**config.mk**
```make
export PLATFORM = sky130hd
export DESIGN_NAME = clause_bank_flat
export DESIGN_NICKNAME = d
export VERILOG_FILES = /design/src/rtl/clause_bank_if.sv /design/src/rtl/clause_bank.sv /design/src/flat_wrapper.sv
export SDC_FILE = /design/constraint.sdc
export NUM_CORES = 1
export LEC_CHECK = 0
export ABC_CLOCK_PERIOD_IN_PS = 22200
export CORE_MARGIN = 1
export CORE_UTILIZATION = 63
export DETAILED_ROUTE_END_ITERATION = 8
export PLACE_DENSITY = 0.85
export SKIP_LAST_GASP = 1
export SYNTH_ARGS = -nofsm -noshare
export SYNTH_HDL_FRONTEND = slang
export SYNTH_SLANG_ARGS = --single-unit
```
**constraint.sdc**
```tcl
create_clock -name clk -period 22.2 [get_ports clk]
set_clock_uncertainty 0.1 [all_clocks]
set_input_delay 2.22 -clock clk [delete_from_list [all_inputs] [get_ports clk]]
set_output_delay 2.22 -clock clk [all_outputs]
set_load 0.005 [all_outputs]
```
**src/rtl/clause_bank_if.sv**
```systemverilog
// Bus bundle for clause_bank: clause load port, scan control and scan results.
// The slave modport is the bank side; the master modport is the driver side.
interface clause_bank_if #(
    parameter int NUM_VARS_A_BIN = 8,
    parameter int NUM_CLAUSES    = 8
);
    localparam int CIDX_W = $clog2(NUM_CLAUSES);
    localparam int VIDX_W = $clog2(NUM_VARS_A_BIN);

    logic                        wr_i;
    logic [CIDX_W-1:0]           wr_addr_i;
    logic [NUM_VARS_A_BIN*2-1:0] clause_lits_i;
    logic [NUM_VARS_A_BIN*2-1:0] var_value_i;
    logic                        start_i;
    logic                        apply_backtrack_i;

    logic                        busy_o;
    logic                        done_o;
    logic                        conflict_o;
    logic [CIDX_W-1:0]           conflict_idx_o;
    logic                        imp_valid_o;
    logic [VIDX_W-1:0]           imp_var_o;
    logic                        imp_value_o;
    logic [CIDX_W-1:0]           imp_idx_o;
    logic [CIDX_W:0]             sat_count_o;

    modport master (
        output wr_i, wr_addr_i, clause_lits_i, var_value_i, start_i, apply_backtrack_i,
        input  busy_o, done_o, conflict_o, conflict_idx_o, imp_valid_o, imp_var_o,
               imp_value_o, imp_idx_o, sat_count_o
    );

    modport slave (
        input  wr_i, wr_addr_i, clause_lits_i, var_value_i, start_i, apply_backtrack_i,
        output busy_o, done_o, conflict_o, conflict_idx_o, imp_valid_o, imp_var_o,
               imp_value_o, imp_idx_o, sat_count_o
    );
endinterface

```
**src/rtl/clause_bank.sv**
```systemverilog
// Clause bank: stores clauses and scans them one slot per cycle for unit/conflict.
// Define CLAUSE_BANK_SATCNT_EN to build the satisfied-slot counter behind sat_count_o.
module clause_bank #(
    parameter int NUM_VARS_A_BIN = 8,
    parameter int NUM_CLAUSES    = 8
) (
    input  logic         clk,
    input  logic         rst,
    clause_bank_if.slave bus
);
    localparam int CIDX_W = $clog2(NUM_CLAUSES);
    localparam int VIDX_W = $clog2(NUM_VARS_A_BIN);
    localparam int LITS_W = NUM_VARS_A_BIN * 2;

    localparam logic [1:0] ST_IDLE = 2'd0;
    localparam logic [1:0] ST_SCAN = 2'd1;
    localparam logic [1:0] ST_DONE = 2'd2;

    localparam logic [VIDX_W:0]   FREE_ONE  = 1;
    localparam logic [CIDX_W-1:0] LAST_SLOT = CIDX_W'(NUM_CLAUSES - 1);

    logic [1:0]             state;
    logic [CIDX_W-1:0]      ptr;
    logic [LITS_W-1:0]      lits_mem [NUM_CLAUSES];
    logic [NUM_CLAUSES-1:0] slot_valid;

    logic                   conflict_q;
    logic [CIDX_W-1:0]      conflict_idx_q;
    logic                   imp_valid_q;
    logic [VIDX_W-1:0]      imp_var_q;
    logic                   imp_value_q;
    logic [CIDX_W-1:0]      imp_idx_q;

    logic                   write_en;
    logic                   load_valid;
    logic                   start_scan;
    logic [LITS_W-1:0]      cur_lits;
    logic                   any_true;
    logic [VIDX_W:0]        free_cnt;
    logic [VIDX_W-1:0]      free_var;
    logic                   free_pos;
    logic                   slot_sat;
    logic                   slot_unit;
    logic                   slot_conf;

    assign write_en   = bus.wr_i && (state == ST_IDLE);
    assign start_scan = bus.start_i && (state == ST_IDLE) && !bus.apply_backtrack_i;

    // A clause with no 01/10 literal pair carries no constraint and is stored as invalid.
    always_comb begin
        load_valid = 1'b0;
        for (int v = 0; v < NUM_VARS_A_BIN; v++) begin
            if (bus.clause_lits_i[2*v +: 2] == 2'b01 || bus.clause_lits_i[2*v +: 2] == 2'b10)
                load_valid = 1'b1;
        end
    end

    // NOTE: every variable gets a default before the loop so no path leaves it unassigned (no latch).
    always_comb begin
        cur_lits = lits_mem[ptr];
        any_true = 1'b0;
        free_cnt = '0;
        free_var = '0;
        free_pos = 1'b0;
        for (int v = 0; v < NUM_VARS_A_BIN; v++) begin
            logic lit_pos, lit_neg, val_true, val_false;
            lit_pos   = (cur_lits[2*v +: 2] == 2'b10);
            lit_neg   = (cur_lits[2*v +: 2] == 2'b01);
            val_true  = (bus.var_value_i[2*v +: 2] == 2'b10);
            val_false = (bus.var_value_i[2*v +: 2] == 2'b01);
            if ((lit_pos && val_true) || (lit_neg && val_false))
                any_true = 1'b1;
            if ((lit_pos || lit_neg) && !val_true && !val_false) begin
                free_cnt = free_cnt + FREE_ONE;
                free_var = VIDX_W'(v);
                free_pos = lit_pos;
            end
        end
        slot_sat  = slot_valid[ptr] && any_true;
        slot_unit = slot_valid[ptr] && !any_true && (free_cnt == FREE_ONE);
        slot_conf = slot_valid[ptr] && !any_true && (free_cnt == '0);
    end

    // NOTE: clause storage has no reset; the reset-cleared valid bits make stale contents unobservable.
    always_ff @(posedge clk) begin
        if (write_en)
            lits_mem[bus.wr_addr_i] <= bus.clause_lits_i;
    end

    // NOTE: sequential state always uses non-blocking assignments so all registers update together.
    always_ff @(posedge clk or negedge rst) begin
        if (!rst)
            slot_valid <= '0;
        else if (write_en)
            slot_valid[bus.wr_addr_i] <= load_valid;
    end

    always_ff @(posedge clk or negedge rst) begin
        if (!rst) begin
            state          <= ST_IDLE;
            ptr            <= '0;
            conflict_q     <= 1'b0;
            conflict_idx_q <= '0;
            imp_valid_q    <= 1'b0;
            imp_var_q      <= '0;
            imp_value_q    <= 1'b0;
            imp_idx_q      <= '0;
        end else if (bus.apply_backtrack_i || start_scan) begin
            state          <= bus.apply_backtrack_i ? ST_IDLE : ST_SCAN;
            ptr            <= '0;
            conflict_q     <= 1'b0;
            conflict_idx_q <= '0;
            imp_valid_q    <= 1'b0;
            imp_var_q      <= '0;
            imp_value_q    <= 1'b0;
            imp_idx_q      <= '0;
        end else begin
            case (state)
                ST_SCAN: begin
                    if (slot_conf) begin
                        conflict_q     <= 1'b1;
                        conflict_idx_q <= ptr;
                        state          <= ST_DONE;
                    end else begin
                        // Only the first unit slot of a scan supplies the implication.
                        if (slot_unit && !imp_valid_q) begin
                            imp_valid_q <= 1'b1;
                            imp_var_q   <= free_var;
                            imp_value_q <= free_pos;
                            imp_idx_q   <= ptr;
                        end
                        if (ptr == LAST_SLOT)
                            state <= ST_DONE;
                        else
                            ptr <= ptr + 1'b1;
                    end
                end
                ST_DONE: state <= ST_IDLE;
                default: state <= ST_IDLE;
            endcase
        end
    end

`ifdef CLAUSE_BANK_SATCNT_EN
    logic [CIDX_W:0] sat_count_q;

    always_ff @(posedge clk or negedge rst) begin
        if (!rst)
            sat_count_q <= '0;
        else if (bus.apply_backtrack_i || start_scan)
            sat_count_q <= '0;
        else if (state == ST_SCAN && slot_sat)
            sat_count_q <= sat_count_q + 1'b1;
    end

    assign bus.sat_count_o = sat_count_q;
`else
    assign bus.sat_count_o = '0;
`endif

    assign bus.busy_o         = (state == ST_SCAN);
    assign bus.done_o         = (state == ST_DONE);
    assign bus.conflict_o     = conflict_q;
    assign bus.conflict_idx_o = conflict_idx_q;
    assign bus.imp_valid_o    = imp_valid_q;
    assign bus.imp_var_o      = imp_var_q;
    assign bus.imp_value_o    = imp_value_q;
    assign bus.imp_idx_o      = imp_idx_q;
endmodule

```
**src/flat_wrapper.sv**
```systemverilog
// flat-port wrapper written by rule: the top's interface ports become plain ports
module clause_bank_flat 
#(
    parameter int NUM_VARS_A_BIN = 8,
    parameter int NUM_CLAUSES    = 8
)
  (clk, rst, bus_wr_i, bus_wr_addr_i, bus_clause_lits_i, bus_var_value_i, bus_start_i, bus_apply_backtrack_i, bus_busy_o, bus_done_o, bus_conflict_o, bus_conflict_idx_o, bus_imp_valid_o, bus_imp_var_o, bus_imp_value_o, bus_imp_idx_o, bus_sat_count_o);
  clause_bank_if #(.NUM_VARS_A_BIN(NUM_VARS_A_BIN), .NUM_CLAUSES(NUM_CLAUSES)) bus_i ();
  input  logic clk;
  input  logic rst;
  input wire logic [$bits(bus_i.wr_i)-1:0] bus_wr_i;
  input wire logic [$bits(bus_i.wr_addr_i)-1:0] bus_wr_addr_i;
  input wire logic [$bits(bus_i.clause_lits_i)-1:0] bus_clause_lits_i;
  input wire logic [$bits(bus_i.var_value_i)-1:0] bus_var_value_i;
  input wire logic [$bits(bus_i.start_i)-1:0] bus_start_i;
  input wire logic [$bits(bus_i.apply_backtrack_i)-1:0] bus_apply_backtrack_i;
  output wire logic [$bits(bus_i.busy_o)-1:0] bus_busy_o;
  output wire logic [$bits(bus_i.done_o)-1:0] bus_done_o;
  output wire logic [$bits(bus_i.conflict_o)-1:0] bus_conflict_o;
  output wire logic [$bits(bus_i.conflict_idx_o)-1:0] bus_conflict_idx_o;
  output wire logic [$bits(bus_i.imp_valid_o)-1:0] bus_imp_valid_o;
  output wire logic [$bits(bus_i.imp_var_o)-1:0] bus_imp_var_o;
  output wire logic [$bits(bus_i.imp_value_o)-1:0] bus_imp_value_o;
  output wire logic [$bits(bus_i.imp_idx_o)-1:0] bus_imp_idx_o;
  output wire logic [$bits(bus_i.sat_count_o)-1:0] bus_sat_count_o;
  assign bus_i.wr_i = bus_wr_i;
  assign bus_i.wr_addr_i = bus_wr_addr_i;
  assign bus_i.clause_lits_i = bus_clause_lits_i;
  assign bus_i.var_value_i = bus_var_value_i;
  assign bus_i.start_i = bus_start_i;
  assign bus_i.apply_backtrack_i = bus_apply_backtrack_i;
  assign bus_busy_o = bus_i.busy_o;
  assign bus_done_o = bus_i.done_o;
  assign bus_conflict_o = bus_i.conflict_o;
  assign bus_conflict_idx_o = bus_i.conflict_idx_o;
  assign bus_imp_valid_o = bus_i.imp_valid_o;
  assign bus_imp_var_o = bus_i.imp_var_o;
  assign bus_imp_value_o = bus_i.imp_value_o;
  assign bus_imp_idx_o = bus_i.imp_idx_o;
  assign bus_sat_count_o = bus_i.sat_count_o;
  clause_bank #(.NUM_VARS_A_BIN(NUM_VARS_A_BIN), .NUM_CLAUSES(NUM_CLAUSES)) u_core (.clk(clk), .rst(rst), .bus(bus_i));
endmodule
```
* Word level (Yosys, flattened, before mapping)
Memories as Yosys holds them, arrays and structs flattened.
Index checks and enable logic that the tools add are counted.
** Word-level totals
- Flip-flop bits (word level) :: 25
- Memory bits (writable) :: 128
- Input bits :: 40
- Output and inout port bits :: 18
- Word-level logic and storage cells :: 245
- Memories kept :: 1
** Memories
- u_core.lits_mem :: words 8, bits a word 16, rd ports 1, clocked after Yosys merged registers in 0, wr ports 1, line clause_bank.sv:24 : logic [LITS_W-1:0] lits_mem [NUM_CLAUSES];
** Cells by class
- $add $sub $neg :: 8
- $lt $le $gt $ge :: 3
- Equal/unequal tests :: 55
- Mux-type cells :: 77
- Reductions and logical operators :: 92
** Operator list (number)
- 2-to-1 mux 3 bit :: 19
- equality test 2 x 1 -> 1 bit, second input constant :: 25
- equality test 2 bit, second input constant :: 25
- 2-to-1 mux 1 bit :: 42
- logical AND 1 bit :: 40
- 2-to-1 mux 4 bit :: 7
- logical OR 1 bit :: 25
- adder 4 x 1 -> 4 bit, second input constant :: 6
- zero test 1 bit :: 19
- 2-to-1 mux 2 bit :: 6
- bitwise mux 8 bit :: 1
- less-than comparator 3 x 4 -> 1 bit, second input constant :: 2
- AND reduction 3 bit :: 2
- nonzero test 2 bit :: 3
- equality test 4 x 1 -> 1 bit, second input constant :: 1
- zero test 4 bit :: 1
- inequality test 4 x 1 -> 1 bit, second input constant :: 1
- adder 3 x 1 -> 3 bit, second input constant :: 1
- binary-select mux 1 bit (select 3 bit) :: 1
- demux 1 bit (select 3 bit) :: 1
- equality test 3 bit, second input constant :: 1
- greater-or-equal comparator 3 x 1 -> 1 bit, second input constant :: 1
- adder 1 x 1 -> 2 bit, second input constant :: 1
- zero test 2 bit :: 1
- other kinds (3) :: 3

* Longest topological paths before layout
Gate-level depths: netlist of the first run.
An unclocked memory read counts as a cell.
- Depth after elaboration :: 27
- Mapped depth :: 29

* Least setup slack after synthesis of the first run
Ideal clock, no wire load.
- Path kind :: register to register
- Start point :: register u_core.ptr[0]
- End point :: register u_core.imp_idx_q[0] (netlist: u_core.bus.imp_idx_o[0])
- Setup time :: 79 ps
- Data arrival time :: 7414 ps
- Required time :: 22021 ps
- Setup slack :: 14606 ps
- Stages on the path, launching flop included :: 30
- Path buffers :: 2
- Path through :: dfrtp_1 > clkbuf_1 > clkbuf_1 > mux4_2 > mux2i_1 > inv_1 > ha_1 > nor3_1 > ha_1 > inv_1 > xnor2_1 > ha_1 > and3_1 > a21o_1 > ha_1 > nor2_1 > nor2_1 > ha_1 > nand2_1 > o31ai_4 > ha_1 > mux2_2 > ha_1 > nor4b_1 > xnor2_1 > xnor3_1 > a2111o_1 > or4_4 > nor3_4 > mux2i_1
** Between the ends
- Cells in the longest elaborated chain, start to end :: 25
** Ends and longest elaborated chain
- start, declared :: line clause_bank.sv:23 : logic [CIDX_W-1:0] ptr;
- start signal, assigned :: line clause_bank.sv:135 : ptr <= ptr + 1'b1;
- memory (8 x 16 bit)
- equality test 2 bit or equality test 2 x 1 -> 1 bit (tied branches) :: line clause_bank.sv:67, clause_bank.sv:68
- logical OR 1 bit :: line clause_bank.sv:73 : if ((lit_pos || lit_neg) && !val_true && !val_false) begin
- logical AND 1 bit (2 in a row) :: line clause_bank.sv:73
- 2-to-1 mux 1 bit :: line clause_bank.sv:73
- adder 1 x 1 -> 2 bit :: line clause_bank.sv:74 : free_cnt = free_cnt + FREE_ONE;
- 2-to-1 mux 4 bit :: line clause_bank.sv:73
- adder 4 x 1 -> 4 bit :: line clause_bank.sv:74
- [8 not listed]
- 2-to-1 mux 4 bit :: line clause_bank.sv:73
- adder 4 x 1 -> 4 bit :: line clause_bank.sv:74
- 2-to-1 mux 4 bit :: line clause_bank.sv:73
- equality test 4 x 1 -> 1 bit :: line clause_bank.sv:80 : slot_unit = slot_valid[ptr] && !any_true && (free_cnt == FREE_ONE);
- logical AND 1 bit :: line clause_bank.sv:80
- logical AND 1 bit :: line clause_bank.sv:126 : if (slot_unit && !imp_valid_q) begin
- nonzero test 2 bit (no line)
- AND reduction 3 bit (no line)
- end signal, assigned :: line clause_bank.sv:130 : imp_idx_q <= ptr;
- end, declared :: line clause_bank.sv:32 : logic [CIDX_W-1:0] imp_idx_q;
Parallel ways exist; a longest one is shown, timed or not. The select of a mux whose other input is x is not followed.
A chain may end at the register's enable or synchronous reset.

* Worst setup path in the final report of the first run
- Start point :: input port bus_var_value_i[0]
- End point :: register u_core.imp_var_q[2] (netlist: u_core.bus.imp_var_o[2])
** Between the ends
- Cells in the longest elaborated chain, start to end :: 24
** Ends and longest elaborated chain
- start, declared :: line flat_wrapper.sv:14 : input wire logic [$bits(bus_i.var_value_i)-1:0] bus_var_value_i;
- equality test 2 bit :: line clause_bank.sv:69 : val_true = (bus.var_value_i[2*v +: 2] == 2'b10);
- zero test 1 bit :: line clause_bank.sv:73
- logical AND 1 bit (2 in a row) :: line clause_bank.sv:73
- 2-to-1 mux 1 bit :: line clause_bank.sv:73
- adder 1 x 1 -> 2 bit :: line clause_bank.sv:74
- 2-to-1 mux 4 bit :: line clause_bank.sv:73
- adder 4 x 1 -> 4 bit :: line clause_bank.sv:74
- 2-to-1 mux 4 bit :: line clause_bank.sv:73
- [7 not listed]
- 2-to-1 mux 4 bit :: line clause_bank.sv:73
- adder 4 x 1 -> 4 bit :: line clause_bank.sv:74
- 2-to-1 mux 4 bit :: line clause_bank.sv:73
- equality test 4 x 1 -> 1 bit :: line clause_bank.sv:80
- logical AND 1 bit :: line clause_bank.sv:80
- logical AND 1 bit :: line clause_bank.sv:126
- nonzero test 2 bit (no line)
- AND reduction 3 bit (no line) *
- end signal, assigned :: line clause_bank.sv:128 : imp_var_q <= free_var;
- end, declared :: line clause_bank.sv:30 : logic [VIDX_W-1:0] imp_var_q;
Every way passes the cells marked *; elsewhere a longest branch is shown, timed or not.

==> flow_metrics.tcl, run 1 <==
set metrics [dict create \
    yosys.area_share.simple 0.0795 \
    seqCellArea_mm2 0.00447 \
    p_sw_uw 179 \
    cp.arrival_ps 8300 \
    io_buffers 53 \
    io-pin-count 58 \
    synth_top_cell_area_share 0.524 \
    fillers 682 \
    initial_core_util 0.645 \
    cp-end-kind "flop" \
    ys_ff_latch 153 \
    die_area_mm2 0.0121 \
    maxCapViolCount 0 \
    cp-start-kind "input port" \
    ys_async_sr_fraction 0.163 \
    p_per_area_mw_per_mm2 86.7 \
    antenna_cells 0 \
    ys_types 65 \
    drc_errors 0 \
    worst_pin_slew_ps 1260 \
    clk_pin_slew_ps 60 \
    slew_headroom 0.150 \
    cp_slowest_cell "or4_4" \
    post_drt_wl_per_cell_um 21.9 \
    synth_area_leaders "edfxtp_1 (52%), mux4_2 (9.8%), dfrtp_1 (8.5%)" \
    syn_inst 470 \
    via_per_inst 6.14 \
    fin_crit_sh 0.363 \
    cts_root_buffer "clkbuf_16" \
    final_cells 696 \
    post_cts_buffers 0 \
    num-nets-final 605 \
    ant_nets 0 \
    htree_levels 4 \
    fin_crit_ps 8060 \
    dp_cells 664 \
    antenna_found_initial 0 \
    pwr-share-comb 0.174 \
    die_h_um 110 \
    grt_max_degree 38 \
    final_common_cell "edfxtp_1" \
    internal-power_uw 569 \
    syn_to_final_growth_pct 17.7 \
    rsz0062_at_grt "false" \
    routed_wl_um 15200 \
    finalHoldViolations 0 \
    muxShareOfSynthArea 0.149 \
    synth_compound_gate_area_share 0.0457 \
    finalSetupViolCount 0 \
    synthXorXnorAreaFrac 0.0418 \
    ys.flop_type "edfxtp_1" \
    cts_max_path_buffers 2 \
    synth_top_family_by_area "multiplexers" \
    synth.cell_area_mm2 0.00733 \
    cts_buffers 17 \
    cp_common_cell "ha_1" \
    drt_iter0_drc 315 \
    slew_violations 0 \
    dr.pass1.iters 5 \
    grt_pass1_vias 4325 \
    vias 4272 \
    dpl-instance-area_mm2 0.00802 \
    max_stage_delay_ps 490 \
    swShare 0.239 \
    path_class "input port to flop" \
    holdCritPathClass "flop to flop" \
    avgSynthCellArea_um2 15.6 \
    seqPwrFrac 0.432 \
    worstSkewPairLatency_ps 420 \
    track_usage 0.275 \
    grt.overflow.total 0 \
    cts_hold_buf 0 \
    clkSinkCount 153 \
    design_area_mm2 0.00862 \
    power_frac_clock 0.393 \
    cts_tree "built" \
    whs_ps 390 \
    required_ps 22440 \
    final_cell_mix "edfxtp_1 (128), clkdlybuf4s50_1 (53), mux4_2 (32)" \
    place_hpwl_um 9810 \
    cp_max_fo 8 \
    ys_seq_area_frac 0.610 \
    gp_congestion 0.891 \
    placementRows 39 \
    yosysTopAreaCell "edfxtp_1" \
    multiInputGateArea_mm2 0.00266 \
    grt_pass1_wl_um 22900 \
    fp.dieW_um 110 \
    fin_util 0.759 \
    setup_tns_ps 0 \
    power_leakage_nw 3.04 \
    peakVddDrop_mv 0.0910 \
    synth_warnings 0 \
    fmax_ghz 0.124 \
    synth-edff-count 128 \
    drive_gt1_frac 0.165 \
    status "completed" \
    cts_resized 0 \
    synthAdderAreaFrac 0.0427 \
    fp.coreArea_mm2 0.0114 \
]
==> area by class of cell <==
| cell class | count | share of cell area |
|---|---|---|
| clock buffers | 20 | 0.0506 |
| clock inverters | 12 | 0.0200 |
| inverters | 24 | 0.0104 |
| multi-input cells | 279 | 0.308 |
| flip-flops and latches | 153 | 0.518 |
| well taps | 143 | 0.0207 |
| repair buffers | 65 | 0.0720 |
==> registers in the layout (all words and copies together) (netlist names) <==
register                   count
u_core.state                   2
u_core.slot_valid              8
u_core.bus.imp_var_o           3
u_core.lits_mem              128
u_core.bus.conflict_idx_o      3
u_core.ptr                     3
u_core.bus.conflict_o          1
u_core.bus.imp_value_o         1
u_core.bus.imp_valid_o         1
u_core.bus.imp_idx_o           3
==> path summary, 6_finish.rpt <==
path,start,cells after the start,slack (ps),to
min in group asynchronous,rst,1,2310,u_core.state[0]
setup / recovery,bus_var_value_i[0],25,14140,u_core.bus.imp_var_o[2]
hold reg to reg,u_core.bus.conflict_o,1,390,u_core.bus.conflict_o
hold / removal,u_core.bus.conflict_o,1,390,u_core.bus.conflict_o
max in group asynchronous,rst,1,18930,u_core.ptr[0]
setup reg to reg,u_core.ptr[0],28,14180,u_core.bus.imp_var_o[2]
==> per-layer routing <==
metal,share of wire,GRT usage
met1,0.42,0.351
met2,0.50,0.453
met3,0.051,0.0694
met4,0.024,0.114
met5,0,0
==> cells by family (layout without fill, tap and decap cells) <==
kind of cell             Yosys count  count (layout)
adder cells (fa/ha/maj)           25              25
flip-flops                       153             153
multiplexers                      66              66
AND/OR/NAND/NOR                  111             111
XOR/XNOR                          27              27
other                              1               4
AO/OA/AOI/OAI                     46              46
buffers and inverters             41             121
==> synth_stat cells (all sizes together), types with 2 or more instances <==
cell type / count
ha: 25
or3: 2
inv: 24
nor3: 9
xnor3: 3
a211oi: 2
nand2: 31
xnor2: 8
o211ai: 2
edfxtp: 128
nor3b: 4
buf: 9
nand4: 3
mux2i: 31
nor4: 6
and3: 5
nand3: 3
a21o: 2
or2: 2
a22o: 3
nor2: 26
a31oi: 8
dfrtp: 25
xor2: 15
nand2b: 4
o31ai: 2
nor2b: 7
a21oi: 5
clkbuf: 7
mux4: 34
nand3b: 5
o21a: 2
o21ai: 9
==> power groups by stage <==
| stage | clock network [mW] | registers [mW] | logic [mW] |
|---|---|---|---|
| after global placement | 0 | 0.328 | 0.125 |
| after CTS | 0.298 | 0.323 | 0.130 |
| after global routing | 0.310 | 0.324 | 0.142 |
| after floorplan | 0 | 0.328 | 0.0928 |
| final | 0.294 | 0.323 | 0.130 |
| after detailed placement | 0 | 0.329 | 0.129 |
==> critical path, delay by kind of cell <==
kind            cells  cell delay [ps]
compound gates      5              940
xor+xnor            2              440
fa+ha+maj           6             1610
buf+inv             1              410
mux                 2              510
simple gates        9             2150
==> through the flow <==
stage               power [mW]  setup WS, ps
floorplan                0.421         14610
global placement         0.453         13910
detailed placement       0.458         13740
CTS                      0.752         14150
global route             0.775         13620
finish                   0.748         14140
No activity file was read; power rests on OpenSTA's default activity.
==> run 2: changes to the inputs <==
--- a/config.mk
+++ b/config.mk
@@ -5,11 +5,11 @@
 export SDC_FILE = /design/constraint.sdc
 export NUM_CORES = 1
 export LEC_CHECK = 0
-export ABC_CLOCK_PERIOD_IN_PS = 22200
+export ABC_CLOCK_PERIOD_IN_PS = 8200
 export CORE_MARGIN = 1
-export CORE_UTILIZATION = 63
+export CORE_UTILIZATION = 58
 export DETAILED_ROUTE_END_ITERATION = 8
-export PLACE_DENSITY = 0.85
+export PLACE_DENSITY = 0.79
 export SKIP_LAST_GASP = 1
 export SYNTH_ARGS = -nofsm -noshare
 export SYNTH_HDL_FRONTEND = slang
==> constraint.sdc (replaced) <==
create_clock -name clk -period 8.2 [get_ports clk]
set_clock_uncertainty 0.1 [all_clocks]
set_input_delay 0.82 -clock clk [delete_from_list [all_inputs] [get_ports clk]]
set_output_delay 0.82 -clock clk [all_outputs]
set_load 0.005 [all_outputs]
==> flow_metrics.tcl, run 2 (synthesis results as in run 1) <==
set metrics [dict create \
    fp.coreArea_mm2 0.0122 \
    fmax_ghz 0.133 \
    gp_congestion 0.909 \
    grt_pass1_vias 4414 \
    dr.pass1.iters 4 \
    cts_buffers 17 \
    io-pin-count 58 \
    largest_reg_flops 128 \
    preCtsSetupSlack_ps 689 \
    post_drt_wl_per_cell_um 21.1 \
    cp-start-kind "flop" \
    cp.arrival_ps 7750 \
    cts_tree "built" \
    antenna_found_initial 0 \
    setup_ws_ps 694 \
    vias 4284 \
    grt.overflow.total 0 \
    place_hpwl_um 10200 \
    clk_pin_slew_ps 60 \
    cp-end-kind "flop" \
    fin_crit_ps 7510 \
    cp_max_fo 15 \
    placementRows 40 \
    cts_root_buffer "clkbuf_16" \
    die_h_um 114 \
    holdCritPathClass "flop to flop" \
    drt_iter0_drc 349 \
    path_class "flop to flop" \
    num-nets-final 607 \
    initial_core_util 0.603 \
    grt_pass1_wl_um 23600 \
    track_usage 0.257 \
    seqCellArea_mm2 0.00447 \
    clkSinkCount 153 \
    ant_nets 0 \
    total_power_mw 1.93 \
    top_register "u_core.lits_mem" \
    die_area_mm2 0.0131 \
    finalSetupViolCount 0 \
    syn_to_final_growth_pct 17.3 \
    fp.dieW_um 114 \
    power_leakage_nw 3.02 \
    io_buffers 53 \
    slew_violations 0 \
    peakVddDrop_mv 0.169 \
    fillers 831 \
    worst_pin_slew_ps 1170 \
    grt_max_degree 26 \
    top_regs "u_core.lits_mem (128), u_core.slot_valid (8)" \
    cts_max_path_buffers 2 \
    post_cts_buffers 0 \
    htree_levels 4 \
    cts_resized 0 \
    slew_headroom 0.213 \
    maxCapViolCount 0 \
    setup_tns_ps 0 \
    via_per_inst 5.93 \
    status "completed" \
    drc_errors 0 \
    worstSkewPairLatency_ps 420 \
    antenna_cells 0 \
    final_common_cell "edfxtp_1" \
    drive_gt1_frac 0.168 \
    p_per_area_mw_per_mm2 224 \
    finalHoldViolations 0 \
    fin_crit_sh 0.915 \
    rsz0062_at_grt "false" \
    final_cell_mix "edfxtp_1 (128), clkdlybuf4s50_1 (53), mux4_2 (32)" \
    multiInputGateArea_mm2 0.00266 \
    whs_ps 391 \
    required_ps 8440 \
    cts_hold_buf 0 \
    fin_util 0.707 \
    routed_wl_um 15200 \
]
## run 2: cell type report
cell class                      count  share of cell area
Sequential cell                   153               0.520
Multi-Input combinational cell    279               0.309
Timing Repair Buffer               67              0.0739
Clock buffer                       19              0.0503
Tap cell                          168              0.0244
Clock inverter                     13              0.0122
Inverter                           24              0.0105
## run 2: final timing paths
| kind | depth (start not counted) | startpoint | slack (ps) | to |
|---|---|---|---|---|
| worst min register to register | 1 | u_core.bus.conflict_o | 390 | u_core.bus.conflict_o |
| worst max-delay path | 27 | u_core.ptr[0] | 690 | u_core.bus.imp_idx_o[0] |
| worst min-delay path | 1 | u_core.bus.conflict_o | 390 | u_core.bus.conflict_o |
| max in group asynchronous | 1 | rst | 6320 | u_core.ptr[0] |
| worst max register to register | 27 | u_core.ptr[0] | 690 | u_core.bus.imp_idx_o[0] |
| min in group asynchronous | 1 | rst | 920 | u_core.bus.conflict_idx_o[1] |
## run 2: stage by stage
| step | std cells | area (µm²) |
|---|---|---|
| floorplan | 473 | 7340 |
| global placement | 691 | 8060 |
| detailed placement | 691 | 8060 |
| CTS | 723 | 8600 |
| global route | 723 | 8600 |
| finish | 723 | 8600 |
## run 2: critical path, stage by stage (launching register included)
cell      delay, ps
dfrtp_2         630
mux4_2          550
mux2i_1         190
inv_1            70
ha_1            290
nor3_1          410
ha_1            390
inv_1           120
xnor2_1          80
ha_1            310
and3_1          180
a21o_1          160
ha_1            270
nor2_1          270
nor2_1           80
ha_1            290
nand2_1         100
o31ai_4         100
ha_1            310
mux2_2          270
ha_1            170
nor4b_1         140
xnor2_1         190
xnor3_1         240
a2111o_1        370
or4_4           500
nor3_4          420
mux2i_1         250
## run 2: report_power, final
group | internal, mW | switching, mW
combinational | 0.166 | 0.181
sequential | 0.867 | 0.0121
clock | 0.413 | 0.287
## run 2: per-layer routing
metal	GRT usage	wire, µm	up-vias
met5	0	0	-
li1	-	-	1950
met2	0.422	7780	180
met1	0.331	6030	2135
met4	0.114	258	0
met3	0.0556	1160	19
==> run 3: changes to the inputs <==
--- a/config.mk
+++ b/config.mk
@@ -7,9 +7,11 @@
 export LEC_CHECK = 0
 export ABC_CLOCK_PERIOD_IN_PS = 8200
 export CORE_MARGIN = 1
-export CORE_UTILIZATION = 58
+export CORE_UTILIZATION = 64
+export CTS_CLUSTER_DIAMETER = 120
 export DETAILED_ROUTE_END_ITERATION = 8
-export PLACE_DENSITY = 0.79
+export DONT_BUFFER_PORTS = 1
+export PLACE_DENSITY = 0.8
 export SKIP_LAST_GASP = 1
 export SYNTH_ARGS = -nofsm -noshare
 export SYNTH_HDL_FRONTEND = slang
==> flow_metrics.tcl, run 3 (synthesis results as in run 1) <==
set metrics [dict create \
    top_register "u_core.lits_mem" \
    antenna_cells 0 \
    io-pin-count 58 \
    drc_errors 0 \
    holdCritPathClass "input port to async pin" \
    grt_max_degree 26 \
    final_cell_mix "edfxtp_1 (128), mux4_2 (32), mux2i_1 (31), nand2_1 (31), nor2_1 (26)" \
    dp_cells 611 \
    dr.pass1.iters 7 \
    track_usage 0.277 \
    die_area_mm2 0.0119 \
    top_regs "u_core.lits_mem (128), u_core.slot_valid (8)" \
    finalSetupViolCount 0 \
    syn_to_final_growth_pct 11.0 \
    power_leakage_nw 2.86 \
    grt_pass1_wl_um 23100 \
    max_stage_delay_ps 560 \
    vias 4201 \
    use_met2 0.451 \
    clkSinkCount 153 \
    post_drt_wl_per_cell_um 23.0 \
    final_common_cell "edfxtp_1" \
    cts_max_path_buffers 2 \
    p_per_area_mw_per_mm2 240 \
    via_per_inst 6.51 \
    ant_nets 0 \
    clk_pin_slew_ps 60 \
    status "completed" \
    cp-end-kind "flop" \
    place_hpwl_um 9810 \
    reg2reg_to "u_core.bus.imp_var_o[1]" \
    routed_wl_um 14900 \
    required_ps 8430 \
    slew_violations 0 \
    cts_tree "built" \
    finalHoldViolations 0 \
    fillers 654 \
    gr-usage-met1 0.355 \
    r2r-start "u_core.ptr[0]" \
    fmax_ghz 0.130 \
    grt.overflow.total 0 \
    fin_crit_sh 0.938 \
    fp.dieW_um 109 \
    r2r_setup_slack_ps 510 \
    drive_gt1_frac 0.196 \
    cp_max_fo 19 \
    whs_ps 108 \
    worst_pin_slew_ps 1370 \
    cts_root_buffer "clkbuf_16" \
    worstSkewPairLatency_ps 420 \
    grt_pass1_vias 4246 \
    cp.arrival_ps 7920 \
    final_cells 645 \
    placementRows 38 \
    initial_core_util 0.667 \
    fin_crit_ps 7690 \
    maxCapViolCount 0 \
    fp.coreArea_mm2 0.0110 \
    peakVddDrop_mv 0.223 \
    cp_common_cell "ha_1" \
    grt_most_used_layer "met2" \
    cts_buffers 17 \
    drt_iter0_drc 379 \
    io_buffers 0 \
    num-nets-final 557 \
    die_h_um 109 \
    htree_levels 4 \
    path_class "flop to flop" \
    cp_slowest_cell "mux4_2" \
    antenna_found_initial 0 \
    slew_headroom 0.0802 \
    gp_congestion 0.935 \
    cp-start-kind "flop" \
    globalRouteMet3Util 0.0705 \
    largest_reg_flops 128 \
    reg2reg_depth 29 \
]
==> run 3: repair_timing <==
| item | CTS | global route |
|---|---|---|
| endpoints found under the setup margin | 0 | 8 |
| hold endpoints to repair | 25 | 0 |
| gates resized for setup | 0 | 1 |
| hold buffers | 1 | 0 |
| setup buffers | 0 | 1 |
==> run 3: stage by stage <==
step           area [µm²]  TNS [ps]  total power [mW]   util  setup WS [ps]
2_1_floorplan        7340         0              1.14      -            606
3_3_place_gp         7500         0              1.19  0.683            722
3_5_place_dp         7500         0              1.20  0.683            512
4_1_cts              8120         0              1.96  0.739            474
5_1_grt              8140     -5.88              2.02  0.741          -5.88
6_report             8140         0              1.95  0.741            512
==> run 3: worst max path at each step <==
stage                        startpoint                       to  slack, ps  cells past startpoint
after floorplan           u_core.ptr[0]  u_core.bus.imp_idx_o[0]        610                     29
after global placement    u_core.ptr[0]  u_core.bus.imp_var_o[2]        720                     28
after detailed placement  u_core.ptr[0]  u_core.bus.imp_var_o[1]        510                     28
after CTS                 u_core.ptr[0]  u_core.bus.imp_idx_o[0]        470                     28
after global routing      u_core.ptr[0]  u_core.bus.imp_var_o[1]         -6                     29
final                     u_core.ptr[0]  u_core.bus.imp_var_o[1]        510                     29
==> run 3: final cells by class <==
type	instances	area [µm²]	area share
sequential	153	4470	0.549
multi-input combinational	279	2660	0.326
clock buffer	24	536	0.0658
tap	140	175	0.0215
timing repair buffer	17	156	0.0192
inverter	24	90.1	0.0111
clock inverter	8	56.3	0.00692
==> run 3: per-layer routing <==
layer,part of all wire,wire (µm),up-vias
met5,0,0,-
met4,0.021,316,0
met3,0.070,1050,27
met2,0.50,7490,182
met1,0.40,6000,2146
li1,-,-,1846
==> run 3: report_power, final <==
group	internal (mW)	total [mW]	switching [mW]
Combinational	0.150	0.314	0.164
Clock	0.457	0.757	0.300
Sequential	0.868	0.879	0.0111
==> run 3: critical path, delay by kind of cell, from the launching register on <==
family                     cells  cell delay (ps)
xor gates and xnor gates       2              420
adders and majority gates      7             1840
DFF                            1              510
muxes                          4             1130
buffers and inverters          3              550
AOI/OAI and AO/OA              5             1000
and+or+nand+nor                8             2040
